## config.mk

```make
export PLATFORM = sky130hd
export DESIGN_NAME = addr_burst_ctrl
export DESIGN_NICKNAME = d
export VERILOG_FILES = /design/src/rtl/rf_ctrl_pkg.sv /design/src/rtl/counter_with_lat.sv /design/src/rtl/addr_burst_ctrl.sv
export SDC_FILE = /design/constraint.sdc
export NUM_CORES = 1
export LEC_CHECK = 0
export CAP_MARGIN = 25
export CORE_ASPECT_RATIO = 0.8
export CORE_UTILIZATION = 60
export DETAILED_ROUTE_END_ITERATION = 12
export DONT_BUFFER_PORTS = 1
export MAX_ROUTING_LAYER = met4
export PLACE_DENSITY = 0.79
export SYNTH_ARGS = -nofsm -noshare
export SYNTH_HDL_FRONTEND = slang
export SYNTH_SLANG_ARGS = --single-unit
```

## constraint.sdc

```tcl
create_clock -name clk -period 4.86 [get_ports clk]
set_input_delay 0.729 -clock clk [delete_from_list [all_inputs] [get_ports clk]]
set_output_delay 0.729 -clock clk [all_outputs]
set_load 0.01 [all_outputs]
```

## src/rtl/rf_ctrl_pkg.sv

```systemverilog
// Shared types and constants for the burst address controller.
// Latency: n/a (declarations only).
// Backpressure: n/a.
package rf_ctrl_pkg;

   typedef enum logic [1:0] {
      IDLE  = 2'd0,
      ISSUE = 2'd1,
      DRAIN = 2'd2
   } burst_state_t;

   // Native datapath width of the counter; narrower address users truncate.
   localparam int CNT_DP_W = 16;

endpackage

```

## src/rtl/counter_with_lat.sv

```systemverilog
// Loadable up-counter whose output trails its command inputs by CNT_LAT cycles.
// Latency: a command in cycle t is reflected on dout in cycle t+CNT_LAT.
// Backpressure: none; the caller simply withholds inc/set to hold the value.
module counter_with_lat
   import rf_ctrl_pkg::*;
#(
   parameter int WIDTH   = 13,
   parameter int CNT_LAT = 1
) (
   input  logic                clk,
   input  logic                rst_n,
   input  logic                clear,
   input  logic [CNT_DP_W-1:0] set_val,
   input  logic                set_val_vld,
   input  logic                inc,
   output logic [WIDTH-1:0]    dout
);

   logic [CNT_DP_W-1:0] cnt;

   // Count register: clear beats load, load beats increment.
   always_ff @(posedge clk) begin
      if (!rst_n) begin
         cnt <= '0;
      end else if (clear) begin
         cnt <= '0;
      end else if (set_val_vld) begin
         cnt <= set_val;
      end else if (inc) begin
         cnt <= cnt + CNT_DP_W'(1);
      end
   end

   generate
      if (CNT_LAT == 1) begin : g_no_dly
         assign dout = cnt[WIDTH-1:0];
      end else begin : g_dly
         logic [WIDTH-1:0] dly [CNT_LAT-1];

         // Extra output stages so dout lands exactly CNT_LAT cycles after a command.
         always_ff @(posedge clk) begin
            if (!rst_n) begin
               for (int i = 0; i < CNT_LAT - 1; i++) dly[i] <= '0;
            end else begin
               dly[0] <= cnt[WIDTH-1:0];
               for (int i = 1; i < CNT_LAT - 1; i++) dly[i] <= dly[i-1];
            end
         end

         assign dout = dly[CNT_LAT-2];
      end
   endgenerate

endmodule

```

## src/rtl/addr_burst_ctrl.sv

```systemverilog
// Burst address generator: loads base_addr into a latency counter, then steps it burst_len-1 times.
// Latency: first address on addr_out CNT_LAT+1 cycles after start is accepted; then one per cycle.
// Backpressure: addr_rdy low fills a skid FIFO; command issue is credit-gated so nothing is lost.
module addr_burst_ctrl
   import rf_ctrl_pkg::*;
#(
   parameter int WIDTH      = 13,
   parameter int LEN_W      = 13,
   parameter int CNT_LAT    = 1,
   parameter int FIFO_DEPTH = 4
) (
   input  logic             clk,
   input  logic             rst,
   input  logic             start,
   input  logic [WIDTH-1:0] base_addr,
   input  logic [LEN_W-1:0] burst_len,
   input  logic             abort,
   output logic             busy,
   output logic             done,
   output logic [WIDTH-1:0] addr_out,
   output logic             addr_vld,
   output logic             addr_last,
   input  logic             addr_rdy
);

   localparam int AW = $clog2(FIFO_DEPTH);
   localparam int CW = $clog2(FIFO_DEPTH + 1);
   localparam int OW = $clog2(FIFO_DEPTH + CNT_LAT + 1);

   burst_state_t            state;
   logic [LEN_W-1:0]        len_q;
   logic [LEN_W-1:0]        issued;
   logic [CNT_LAT-1:0]      vpipe;
   logic [CNT_LAT-1:0]      lpipe;
   logic [WIDTH-1:0]        fifo_addr [FIFO_DEPTH];
   logic [FIFO_DEPTH-1:0]   fifo_last;
   logic [AW-1:0]           wr_ptr;
   logic [AW-1:0]           rd_ptr;
   logic [CW-1:0]           fifo_cnt;
   logic [OW-1:0]           inflight;
   logic [OW-1:0]           occupancy;
   logic                    credit_ok;
   logic                    cmd_set;
   logic                    cmd_inc;
   logic                    cmd_last;
   logic                    push;
   logic                    pop;
   logic [WIDTH-1:0]        cnt_dout;

   function automatic logic [AW-1:0] ptr_inc(input logic [AW-1:0] p);
      return (p == AW'(FIFO_DEPTH - 1)) ? '0 : p + AW'(1);
   endfunction

   counter_with_lat #(
      .WIDTH   (WIDTH),
      .CNT_LAT (CNT_LAT)
   ) u_cnt (
      .clk         (clk),
      .rst_n       (~rst),
      .clear       (abort),
      .set_val     (CNT_DP_W'(base_addr)),
      .set_val_vld (cmd_set),
      .inc         (cmd_inc),
      .dout        (cnt_dout)
   );

   // Commands already issued but not yet written into the FIFO.
   always_comb begin
      inflight = '0;
      for (int i = 0; i < CNT_LAT; i++) inflight = inflight + OW'(vpipe[i]);
   end

   // A slot is reserved for every in-flight command, so the FIFO can never overflow.
   assign occupancy = OW'(fifo_cnt) + inflight;
   assign credit_ok = occupancy < OW'(FIFO_DEPTH);

   // Decide this cycle's counter command; abort suppresses everything including a new start.
   always_comb begin
      cmd_set  = 1'b0;
      cmd_inc  = 1'b0;
      cmd_last = 1'b0;
      if (!abort) begin
         case (state)
            IDLE: begin
               if (start && (burst_len != '0) && credit_ok) begin
                  cmd_set  = 1'b1;
                  cmd_last = (burst_len == LEN_W'(1));
               end
            end
            ISSUE: begin
               if (credit_ok && (issued < len_q)) begin
                  cmd_inc  = 1'b1;
                  cmd_last = ((issued + LEN_W'(1)) == len_q);
               end
            end
            default: ;
         endcase
      end
   end

   assign push      = vpipe[CNT_LAT-1];
   assign addr_vld  = (fifo_cnt != '0);
   assign pop       = addr_vld && addr_rdy;
   assign addr_out  = addr_vld ? fifo_addr[rd_ptr] : '0;
   assign addr_last = addr_vld && fifo_last[rd_ptr];
   assign busy      = (state != IDLE);

   // Valid/last pipe aligned to counter latency, feeding the first-word-fall-through FIFO.
   always_ff @(posedge clk) begin
      if (rst || abort) begin
         vpipe    <= '0;
         lpipe    <= '0;
         wr_ptr   <= '0;
         rd_ptr   <= '0;
         fifo_cnt <= '0;
      end else begin
         vpipe[0] <= cmd_set || cmd_inc;
         lpipe[0] <= cmd_last;
         for (int i = 1; i < CNT_LAT; i++) begin
            vpipe[i] <= vpipe[i-1];
            lpipe[i] <= lpipe[i-1];
         end
         if (push) begin
            fifo_addr[wr_ptr] <= cnt_dout;
            fifo_last[wr_ptr] <= lpipe[CNT_LAT-1];
            wr_ptr            <= ptr_inc(wr_ptr);
         end
         if (pop) rd_ptr <= ptr_inc(rd_ptr);
         if (push && !pop) begin
            fifo_cnt <= fifo_cnt + CW'(1);
         end else if (!push && pop) begin
            fifo_cnt <= fifo_cnt - CW'(1);
         end
      end
   end

   // Burst sequencer with registered done pulse.
   always_ff @(posedge clk) begin
      if (rst) begin
         state  <= IDLE;
         len_q  <= '0;
         issued <= '0;
         done   <= 1'b0;
      end else begin
         done <= 1'b0;
         if (abort) begin
            state  <= IDLE;
            issued <= '0;
         end else begin
            case (state)
               IDLE: begin
                  if (start && (burst_len == '0)) begin
                     done <= 1'b1;
                  end else if (cmd_set) begin
                     len_q  <= burst_len;
                     issued <= LEN_W'(1);
                     state  <= cmd_last ? DRAIN : ISSUE;
                  end
               end
               ISSUE: begin
                  if (cmd_inc) begin
                     issued <= issued + LEN_W'(1);
                     if (cmd_last) state <= DRAIN;
                  end
               end
               DRAIN: begin
                  // The last-flagged entry is the final write, so its pop means pipe and FIFO are empty.
                  if (pop && addr_last) begin
                     done  <= 1'b1;
                     state <= IDLE;
                  end
               end
               default: state <= IDLE;
            endcase
         end
      end
   end

endmodule
```

---- Word level (Yosys, flattened, before mapping) ----
Memory sizes are Yosys's and may differ from the RTL's. A register that Yosys moved wholly into a read port is not among the register bits.
Index checks and enable logic that the tools add are counted.
word-level totals
  register bits after elaboration ......... 58
  memory bits (writable) .................. 52
  input port bits ......................... 31
  output and inout bits ................... 17
  logic and storage cells ................. 108
  memories ................................ 1
memories
  memory     depth  width  read ports  clocked after memory_dff  wr ports  RTL line               text
  fifo_addr  4      13     1           1                         1         addr_burst_ctrl.sv:35  logic [WIDTH-1:0] fifo_addr [FIFO_DEPTH];
cells by class
  add/sub/neg operators ................... 7
  magnitude comparators ................... 5
  equal/unequal tests ..................... 11
  multiplexer cells ....................... 41
  bitwise operators ....................... 3
  reductions and logical operators ........ 28
operators by type and width
  kind                   number
  $mux 13                6
  $pmux 13 s2            1
  $mux 2                 10
  $add 16x1->16 const B  1
  $mux 1                 16
  $add 13x1->13 const B  1
  $eq 13x1->1 const B    1
  $eq 13x13->1           1
  $logic_not 13->1       1
  $lt 13x13->1           1
  $reduce_bool 13->1     1
  $logic_and 1x1->1      10
  $ne 2x2->1 const B     5
  $reduce_and 4->1       2
  $reduce_bool 2->1      4
  $eq 2x2->1 const B     3
  $lt 2x3->1 const B     2
  $mux 3                 2
  $pmux 2 s3             1
  $reduce_and 5->1       1
  $add 2x1->2 const B    2
  $bwmux 4               1
  $pmux 1 s2             2
  $add 3x1->3            1
  other kinds (15)       19

---- Logic depth before layout (Yosys ltp) ----
Gate-level depths: netlist of run 1.
  depth after elaboration ................. 10
  gate-level depth with buffers ........... 10
  mapped depth without buffers ............ 9

---- By module ----
Synthesis of run 1 repeated with hierarchy kept, for this count alone.
second synthesis, totals
  cell total of the unflattened synthesis .. 484
  area total of the unflattened synthesis .. 5353.9 µm²
by module, submodules not included
  module            times used  cells each  area each (µm²)  seq. area each (µm²)
  addr_burst_ctrl   1           400         4633.2           2482.4
  counter_with_lat  1           84          720.7            260.2

---- Worst setup path before layout of run 1 ----
Ideal clock, no wire load.
  kind .................................... reg2out
  start point ............................. reg (tool-made name)
  end point ............................... out addr_out[10]
  data arrival time ....................... 1701 ps
  required time ........................... 4131 ps
  setup slack ............................. 2430 ps
  cell stages (with the launch flop) ...... 4
  buffers on the path ..................... 1
  path through ............................ dfxtp_1 > buf_1 > mux4_2 > and2_1
RTL lines
  what           RTL line               text
  end, declared  addr_burst_ctrl.sv:20  output logic [WIDTH-1:0] addr_out,

---- Worst setup path in the final report of run 1 ----
  start point ............................. reg issued[0]
  end point ............................... reg issued[2]
between the ends
  longest elaborated chain between the ends .. 7
  elaborated cells on any way between the ends .. 10
  classes of those cells .................. add/sub (1); order compare (1); eq/ne (1); mux (5); reduce/logical (2)
ends and longest elaborated chain
  what                        RTL line                text
  start, declared             addr_burst_ctrl.sv:32   logic [LEN_W-1:0] issued;
  start signal, assigned      addr_burst_ctrl.sv:162  issued <= issued + LEN_W'(1);
  $lt 13x13->1                addr_burst_ctrl.sv:91   if (credit_ok && (issued < len_q)) begin
  $logic_and 1x1->1           addr_burst_ctrl.sv:91
  $mux 1                      addr_burst_ctrl.sv:91
  $mux 1                      addr_burst_ctrl.sv:83   case (state)
  $mux 1                      addr_burst_ctrl.sv:82   if (!abort) begin
  $ne 2x2->1 (no line)        -
  $reduce_and 4->1 (no line)  -
Several ways; a longest one is shown, not always the timed one. The select of a mux whose other input is x is not followed.
A chain may end at the register's enable or synchronous reset.

==> results of run 1 <==
flip-flops by register name, summed over array words and instances, names as in the netlist, named ones only:
register and flops:
lpipe 1, fifo_addr 52, push 1, state 2, wr_ptr 2, u_cnt.cnt 13
issued 13, fifo_cnt 3, fifo_last 4, len_q 13, rd_ptr 2, done 1
layer usage:
layer | global-route usage | wire length [microns] | vias to the layer above
met1 | 0.342 | 4850 | 1816
li1 | - | - | 1760
met5 | - | 0 | -
met3 | 0.0631 | 679 | 15
met4 | 0.0809 | 155 | 0
met2 | 0.402 | 5360 | 126
cell usage after synthesis (all sizes together) (14+ instances only):
library cell / count / area share
clkbuf: 18 / 0.013
nor2: 30 / 0.021
nand3: 14 / 0.014
o21ai: 26 / 0.025
dfxtp: 53 / 0.20
inv: 20 / 0.014
nand2: 43 / 0.031
a21oi: 49 / 0.046
xor2: 18 / 0.031
mux4: 14 / 0.060
and2: 17 / 0.020
xnor2: 15 / 0.025
edfxtp: 56 / 0.32
ha: 21 / 0.050
path summary, 6_finish.rpt:
kind / startpoint / to / slack, ps / cells past startpoint
max: issued[0] / issued[2] / 1870 / 10
min: rst / len_q[4] / 400 / 1
max reg2reg: issued[0] / issued[2] / 1870 / 10
min reg2reg: len_q[10] / len_q[10] / 480 / 2
power groups by stage:
stage / logic (W) / registers [W] / clock network, W
after floorplan: 0.0000823 / 0.00101 / 0
after global placement: 0.0000986 / 0.00101 / 0
after detailed placement: 0.000102 / 0.00101 / 0
after CTS: 0.000103 / 0.000993 / 0.000605
after global routing: 0.000115 / 0.000995 / 0.000633
final: 0.000104 / 0.000993 / 0.000595
stage by stage:
step                      utilization  worst slack, ps  instance area, sq um
after global routing            0.655             1660                  5580
after detailed placement        0.629             1970                  5360
after global placement          0.629             2080                  5360
final                           0.655             1870                  5580
after floorplan                     -             2430                  5290
after CTS                       0.655             1910                  5580
logic make-up after synthesis:
| family | after synthesis | share of synthesized area |
|---|---|---|
| and+or+nand+nor | 171 | 0.173 |
| AOI/OAI and AO/OA | 93 | 0.100 |
| xor gates and xnor gates | 33 | 0.0561 |
| muxes | 17 | 0.0653 |
| DFF | 109 | 0.519 |
| adders and majority gates | 22 | 0.0535 |
| buffers and inverters | 45 | 0.0334 |
layout make-up:
class | count | area, sq um | share of cell area
Sequential cell | 109 | 2740 | 0.491
Multi-Input combinational cell | 336 | 2370 | 0.425
Tap cell | 112 | 140 | 0.0251
Clock buffer | 9 | 124 | 0.0222
Clock inverter | 7 | 97.6 | 0.0175
Inverter | 20 | 75.1 | 0.0135
Timing Repair Buffer | 4 | 30.0 | 0.00538
worst max-delay path: stages (launching register included):
cell and delay (ps):
sky130_fd_sc_hd__dfxtp_1 480, sky130_fd_sc_hd__inv_1 80, sky130_fd_sc_hd__ha_1 190, sky130_fd_sc_hd__nor2b_1 140, sky130_fd_sc_hd__o2111ai_1 160, sky130_fd_sc_hd__a211oi_1 470
sky130_fd_sc_hd__nor3_2 60, sky130_fd_sc_hd__buf_4 230, sky130_fd_sc_hd__nor2_1 670, sky130_fd_sc_hd__o21ai_0 270, sky130_fd_sc_hd__a21oi_1 180
==> impl_results.md, run 1 <==
* Number of sinks on the clock net at 109
* Cell count after synthesis at 490
* Post-synthesis to final-layout area growth at 5.59%
* Most frequent standard cell in the layout excluding fill and tap cells: sky130_fd_sc_hd__edfxtp_1
* Number of placed instances with taps included at 581
* Final cell count without fillers at 597
* Vias in the first global route at 3525
* Number of enable-type register cells in the synthesized netlist at 56
* Synth Cell Area at 5290 sq um
* Final total negative setup slack at 0 ps
* Post-synth net total at 543
* Primary flip-flop cell chosen by synthesis mapping: sky130_fd_sc_hd__edfxtp_1
* Endpoint kind of the worst setup timing path: register
* Root Driver: sky130_fd_sc_hd__clkbuf_8
* Worst-path fanout max at 20
* Die extent in x at 107 microns
* Max Clock Skew at 11.2 ps
* Flip-flop and latch count after synthesis at 109
* Max frequency at 0.334 GHz
* Post-cts repair resize count at 0
* Worst hold path class: in -> reg
* Status: finished, final reports clean
* Placed wire-length estimate at 7.74 mm
* Antenna Cells at 0
* Clock transition at the registers of the reported paths at 110 ps
* Switching power at 0.000422 W
* Power density over the cells at 303 nW/um^2
* Number of warnings issued by yosys at 0
* Share of flip-flops with an asynchronous set or reset after synthesis at 0
* Number of vias after detailed routing at 3717
* Via density per instance at 6.23
* Core Box Area at 8520 sq um
* Highest-count cells in the layout ignoring fill and taps: 56 x sky130_fd_sc_hd__edfxtp_1, 53 x sky130_fd_sc_hd__dfxtp_1, 49 x sky130_fd_sc_hd__a21oi_1
* RD Place Congestion at 0.944
* Total leakage power at 1.96 nW
* TritonCTS clock tree: built
* Hold Fails Final Rpt at 0
* Number of fillers in the final layout at 629
* Largest net degree at the start of global routing at 42
* Maximum capacitance violations at 0
* Distinct cell type count after synthesis at 52
* Vertical die dimension at 85.9 microns
* Post-route total power at 0.00169 W
* Final period demand of the worst path at 2990 ps
* Sequential share of the synthesized area at 0.519
* Overall global routing resource usage at 0.260
* Initial core utilization at 0.620
* Number of nets in the layout at 533
* CTS H-Tree Depth at 3
* Total wire length at 11.1 mm
* Critical Path Start Type: register
* Grt total ovfl at 0
* Avg Synthesized Cell Area at 10.8 sq um
* Type of the worst setup path: reg -> reg
* Max-slew headroom at the worst pin at 0.381
* Detailed-routing iteration count for the pre-antenna-repair pass at 5
* Antenna-violating nets left at 0
* Share of the clock period used by the worst path at 0.616
* Count of routing violations after the opening detailed-route iteration at 319
* Combinational cell fraction of total power at 0.061
* Setup violations, final at 0
* Fraction of power spent switching nets at 0.249
* Hold Worst Slack at 401 ps
* Die area at 9190 sq um
* IO Count at 48
* Data required time at the worst endpoint at 5170 ps
* RSZ-0062 raised after global routing: false
* Setup fix buffers added after clock tree synthesis at 0
* Clock tree buffer depth at 2
* Remaining design rule violation count at 0
* Std cell rows at 30
* Hold buffer count at cts at 0
* Cell Int Power at 0.00127 W
* Pins over their slew limit at 0
* Worst IR Drop VDD at 0.215 mV
* Routed WL per cell at 18.5 microns
* Source-to-sink clock delay at the later pin of the worst-skew pair at 380 ps
* Clk network pwr share at 0.352
* Proportion of layout cells with a drive suffix above 1 at 0.0907
* Slew at the pin closest to its max-slew limit at 927 ps
* Wire length of the first global-routing pass at 17.6 mm
* Number of buffers created by CTS at 9
* Port Buf Inserts at 0
* Initial antenna violation count at 0
* Share of total power in sequential cells at 0.587
* Worst endpoint data arrival time at 3300 ps
(Power assumes the default switching activity.)
==> run 2, diff against run 1 <==
--- a/config.mk
+++ b/config.mk
@@ -7,11 +7,11 @@
 export LEC_CHECK = 0
 export CAP_MARGIN = 25
 export CORE_ASPECT_RATIO = 0.8
-export CORE_UTILIZATION = 60
+export CORE_UTILIZATION = 57
 export DETAILED_ROUTE_END_ITERATION = 12
 export DONT_BUFFER_PORTS = 1
 export MAX_ROUTING_LAYER = met4
-export PLACE_DENSITY = 0.79
+export PLACE_DENSITY = 0.78
 export SYNTH_ARGS = -nofsm -noshare
 export SYNTH_HDL_FRONTEND = slang
 export SYNTH_SLANG_ARGS = --single-unit
==> constraint.sdc (replaced) <==
create_clock -name clk -period 2.4 [get_ports clk]
set_input_delay 0.36 -clock clk [delete_from_list [all_inputs] [get_ports clk]]
set_output_delay 0.36 -clock clk [all_outputs]
set_load 0.01 [all_outputs]
==> impl_results.md, run 2 (synthesis gave the netlist of run 1 again) <==
* Status: finished, violations left
* Violated checks: negative setup slack
* Max Clock Skew at 8.62 ps
* Largest reg by FF count: fifo_addr
* Grt total ovfl at 0
* Worst IR Drop VDD at 0.361 mV
* Vertical die dimension at 88.1 microns
* Placed wire-length estimate at 8.34 mm
* Critical Path Start Type: register
* Count of routing violations after the opening detailed-route iteration at 380
* Most frequent standard cell in the layout excluding fill and tap cells: sky130_fd_sc_hd__edfxtp_1
* Final std cell area, no fill at 6240 sq um
* Highest cell delay on the worst timing path at 500 ps
* Cell depth of the worst min-delay path at 1
* Slew at the pin closest to its max-slew limit at 651 ps
* Core Box Area at 9040 sq um
* Clock tree buffer depth at 2
* Standard cell area after detailed placement at 5710 sq um
* Proportion of layout cells with a drive suffix above 1 at 0.223
* Source-to-sink clock delay at the later pin of the worst-skew pair at 350 ps
* Number of vias after detailed routing at 4070
* Worst hold path startpoint: rst
* Post-route total power at 0.00373 W
* Setup violations, final at 1
* Number of placed instances with taps included at 627
* Initial core utilization at 0.585
* Clk network pwr share at 0.388
* Share of the clock period used by the worst path at 1.00
* Worst hold path class: in -> reg
* Cell Chain, Critical Path: inv_1, ha_1, a211o_1, o211ai_2, o2111ai_2, or3_4, or4_4, xor2_2, a21oi_1
* Switching power at 0.000912 W
* Total wire length at 12.5 mm
* Port Buf Inserts at 0
* Number of nets in the layout at 585
* Total leakage power at 2.35 nW
* Routed WL per cell at 19.2 microns
* Share of total power in sequential cells at 0.536
* Endpoint kind of the worst setup timing path: register
* Detailed-routing iteration count for the pre-antenna-repair pass at 6
* Remaining design rule violation count at 0
* Max frequency at 0.415 GHz
* Root Driver: sky130_fd_sc_hd__clkbuf_16
* Worst-path fanout max at 3
* Pins over their slew limit at 0
* Initial antenna violation count at 1
* Worst endpoint data arrival time at 2700 ps
* Overall global routing resource usage at 0.269
* Data required time at the worst endpoint at 2690 ps
* Std cell rows at 31
* Flop-to-flop setup slack at -9 ps
* TritonCTS clock tree: built
* Die area at 9660 sq um
* Final cell count without fillers at 653
* Minimum setup slack in the final design at -9.11 ps
* Endpoint of the worst-slack reg-to-reg timing path: u_cnt.cnt[7]
* Via density per instance at 6.23
* Wire length of the first global-routing pass at 18.7 mm
* Highest-count cells in the layout ignoring fill and taps: 56 x sky130_fd_sc_hd__edfxtp_1, 53 x sky130_fd_sc_hd__buf_4, 47 x sky130_fd_sc_hd__a21oi_1
* Vias in the first global route at 3683
* Crit Reg-Reg Startpoint: len_q[9]
* Hold buffer count at cts at 0
* Destination of the worst hold path: len_q[8]
* Max reg flops at 52
* Largest net degree at the start of global routing at 42
* Number of buffers created by CTS at 9
* Maximum capacitance violations at 0
* Die extent in x at 110 microns
* CTS H-Tree Depth at 3
* RSZ-0062 raised after global routing: true
* Hold Fails Final Rpt at 0
* Antenna-violating nets left at 0
* RD Place Congestion at 0.858
* Post-synthesis to final-layout area growth at 18.0%
* Final total negative setup slack at -9.11 ps
* Cell Int Power at 0.00282 W
* Number of sinks on the clock net at 109
* Max stage delay cell, worst path: sky130_fd_sc_hd__or4_4
* IO Count at 48
* Cell count of the worst reg-to-reg path at 9
* Fraction of power spent switching nets at 0.244
* Max-slew headroom at the worst pin at 0.566
* Power density over the cells at 598 nW/um^2
* Final period demand of the worst path at 2410 ps
* Combinational cell fraction of total power at 0.075
* Clock transition at the registers of the reported paths at 80 ps
* Type of the worst setup path: reg -> reg
run 2: cell types whose count changed in the layout (fill, tap and decap cells not counted), moves of 4 or more:
cell	change
sky130_fd_sc_hd__buf_4	+49
sky130_fd_sc_hd__clkbuf_16	+9
sky130_fd_sc_hd__clkbuf_8	-9
sky130_fd_sc_hd__dfxtp_1	-7
sky130_fd_sc_hd__dfxtp_2	+7
sky130_fd_sc_hd__ha_1	-4
sky130_fd_sc_hd__ha_4	+4
run 2: metal layers:
layer	vias up	share of wire	wire length, microns	GRT usage
met5	-	0	0	-
met2	191	0.49	6080	0.419
li1	1856	-	-	-
met4	0	0.025	317	0.0885
met1	1983	0.42	5210	0.354
met3	40	0.075	935	0.0513
run 2: area by class of cell:
type	count	area, sq um
Fill cell	619	2800
Sequential cell	109	2750
Multi-Input combinational cell	336	2530
Timing Repair Buffer	56	448
Clock buffer	9	225
Tap cell	115	144
Inverter	20	75.1
Clock inverter	7	61.3
Antenna cell	1	2.50
run 2: timing repair:
action	CTS	global route
pin swaps	3	5
setup endpoints to repair	19	25
gates resized for setup	12	21
setup buffers	4	5
run 2: metrics by stage:
| stage | hold slack, ps | setup slack (ps) | utilization |
|---|---|---|---|
| after floorplan | 429 | 4.53 | - |
| after global routing | 60.1 | -59.6 | 0.690 |
| after global placement | 424 | -73.4 | 0.631 |
| after detailed placement | 427 | -153 | 0.631 |
| final | 61.3 | -9.11 | 0.690 |
| after CTS | 59.0 | -1.10 | 0.674 |
run 2: power groups by stage:
stage / registers, W / clock network (W) / logic, W
2_1_floorplan: 0.00204 / 0 / 0.000167
3_3_place_gp: 0.00204 / 0 / 0.000245
3_5_place_dp: 0.00204 / 0 / 0.000254
4_1_cts: 0.00200 / 0.00146 / 0.000260
5_1_grt: 0.00201 / 0.00152 / 0.000306
6_report: 0.00200 / 0.00145 / 0.000280
run 2: worst max-delay path by stage:
stage / start / to / slack [ps] / cells past startpoint
after floorplan: len_q[10] / u_cnt.cnt[6] / 5 / 9
after global placement: len_q[10] / u_cnt.cnt[11] / -70 / 10
after detailed placement: len_q[10] / u_cnt.cnt[6] / -150 / 9
after CTS: len_q[10] / u_cnt.cnt[7] / -1 / 9
after global routing: len_q[3] / u_cnt.cnt[7] / -60 / 9
final: len_q[9] / u_cnt.cnt[7] / -9 / 9
run 2: critical path, delay by kind of cell, from the launching register on:
kind            cells  cell delay [ps]
buf+inv             1               40
fa+ha+maj           1              180
flops               1              330
xor+xnor            1              160
simple gates        2              930
compound gates      4              700
==> run 3, diff against run 2 <==
--- a/config.mk
+++ b/config.mk
@@ -12,6 +12,7 @@
 export DONT_BUFFER_PORTS = 1
 export MAX_ROUTING_LAYER = met4
 export PLACE_DENSITY = 0.78
+export SKIP_LAST_GASP = 1
 export SYNTH_ARGS = -nofsm -noshare
 export SYNTH_HDL_FRONTEND = slang
 export SYNTH_SLANG_ARGS = --single-unit
==> impl_results.md, run 3 (synthesis gave the netlist of run 1 again) <==
* Vertical die dimension at 88.1 microns
* Max Clock Skew at 8.62 ps
* Hold Fails Final Rpt at 0
* Data required time at the worst endpoint at 2690 ps
* Critical Path Start Type: register
* Violated checks: negative setup slack
* Max reg flops at 52
* Core Box Area at 9040 sq um
* Crit Reg-Reg Startpoint: len_q[9]
* Power density over the cells at 598 nW/um^2
* Crit path max-delay family: simple AND/OR/NAND/NOR gates
* Wire length of the first global-routing pass at 18.7 mm
* Endpoint of the worst-slack reg-to-reg timing path: u_cnt.cnt[7]
* Source-to-sink clock delay at the later pin of the worst-skew pair at 350 ps
* Initial core utilization at 0.585
* Largest reg by FF count: fifo_addr
* Hold buffer count at cts at 0
* Clock transition at the registers of the reported paths at 80 ps
* Placed wire-length estimate at 8.34 mm
* CTS H-Tree Depth at 3
* Minimum setup slack in the final design at -9.11 ps
* IO Count at 48
* Worst endpoint data arrival time at 2700 ps
* Max stage delay cell, worst path: sky130_fd_sc_hd__or4_4
* TritonCTS clock tree: built
* Cell count of the worst reg-to-reg path at 9
* Cell depth of the worst min-delay path at 1
* Endpoint kind of the worst setup timing path: register
* Final period demand of the worst path at 2410 ps
* Total wire length at 12.5 mm
* Number of nets in the layout at 585
* Worst Setup Slack post-DPL at -153 ps
* Status: finished, violations left
* Count of routing violations after the opening detailed-route iteration at 380
* Remaining design rule violation count at 0
* Highest-count cells in the layout ignoring fill and taps: 56 x sky130_fd_sc_hd__edfxtp_1, 53 x sky130_fd_sc_hd__buf_4, 47 x sky130_fd_sc_hd__a21oi_1, 47 x sky130_fd_sc_hd__dfxtp_1, 43 x sky130_fd_sc_hd__nand2_1
* Antenna-violating nets left at 0
* RD Place Congestion at 0.858
* Worst hold path startpoint: rst
* Total leakage power at 2.35 nW
* Via density per instance at 6.23
* Detailed-routing iteration count for the pre-antenna-repair pass at 6
* Max frequency at 0.415 GHz
* Number of vias after detailed routing at 4070
* Setup violations, final at 1
* Logic depth of the worst setup path including buffers at 9
* Initial antenna violation count at 1
* Largest net degree at the start of global routing at 42
* Destination of the worst hold path: len_q[8]
* Std cell rows at 31
* Maximum capacitance violations at 0
* Proportion of layout cells with a drive suffix above 1 at 0.222
* Overall global routing resource usage at 0.269
* Root Driver: sky130_fd_sc_hd__clkbuf_16
* Pins over their slew limit at 0
* Hold Worst Slack at 61.3 ps
* Post-synthesis to final-layout area growth at 18.0%
* Number of buffers created by CTS at 9
* Most frequent standard cell in the layout excluding fill and tap cells: sky130_fd_sc_hd__edfxtp_1
* Worst-path fanout max at 3
* RSZ-0062 raised after global routing: true
* Worst hold path class: in -> reg
* Clock tree buffer depth at 2
* Highest cell delay on the worst timing path at 500 ps
* Grt total ovfl at 0
* Max-slew headroom at the worst pin at 0.566
* Die extent in x at 110 microns
* Flop-to-flop setup slack at -9 ps
* Slew at the pin closest to its max-slew limit at 651 ps
* Type of the worst setup path: reg -> reg
* Crit path buf inv count at 1
* Cell Chain, Critical Path: inv_1, ha_1, a211o_1, o211ai_2, o2111ai_2, or3_4, or4_4, xor2_2, a21oi_1
* Port Buf Inserts at 0
* Worst IR Drop VDD at 0.361 mV
* Vias in the first global route at 3683
* Number of sinks on the clock net at 109
* Routed WL per cell at 19.2 microns
* Share of the clock period used by the worst path at 1.00
* Die area at 9660 sq um
* Final total negative setup slack at -9.11 ps
-- run 3: cell counts in the layout (fill, tap and decap cells not counted) --
No cell type changed its count.
-- run 3: routing by layer --
metal  GRT usage  share of wire  up-vias
met5           -              0        -
met4      0.0885          0.025        0
met3      0.0513          0.075       40
met2       0.419           0.49      191
met1       0.354           0.42     1983
li1            -              -     1856
-- run 3: worst register-to-register path, delay by kind of cell (launching register included) --
family / cells / cell delay, ps
AOI/OAI and AO/OA: 4 / 700
xor gates and xnor gates: 1 / 160
adders and majority gates: 1 / 180
buffers and inverters: 1 / 40
DFF: 1 / 330
and+or+nand+nor: 2 / 930
-- run 3: repair_timing --
action / CTS / global route
cloned: 0 / 0
resized for setup: 12 / 20
endpoints found under the setup margin: 19 / 25
pin swaps: 3 / 5
buffers inserted: 4 / 5
-- run 3: worst max path at each step --
stage,startpoint,endpoint
floorplan,len_q[10],u_cnt.cnt[6]
global placement,len_q[10],u_cnt.cnt[11]
detailed placement,len_q[10],u_cnt.cnt[6]
CTS,len_q[10],u_cnt.cnt[7]
global route,len_q[3],u_cnt.cnt[7]
finish,len_q[9],u_cnt.cnt[7]
-- run 3: area by class of cell --
type                    instances  area (sq um)
well taps                     115           144
fillers                       620          2800
repair buffers                 56           448
multi-input cells             336          2530
diodes                          1          2.50
clock inverters                 7          61.3
flip-flops and latches        109          2750
inverters                      20          75.1
clock buffers                   9           225
-- run 3: metrics by stage --
step / cells / utilization / total power, W / cell area (sq um)
after floorplan: 490 / - / 0.00221 / 5290
after global placement: 627 / 0.631 / 0.00228 / 5710
after detailed placement: 627 / 0.631 / 0.00230 / 5710
after CTS: 647 / 0.674 / 0.00372 / 6090
after global routing: 653 / 0.690 / 0.00383 / 6240
final: 653 / 0.690 / 0.00373 / 6240
-- run 3: where the power goes --
group	switching (W)	internal [W]
clock network	0.000722	0.000727
registers	0.0000287	0.00197
logic	0.000161	0.000119
total	0.000912	0.00282
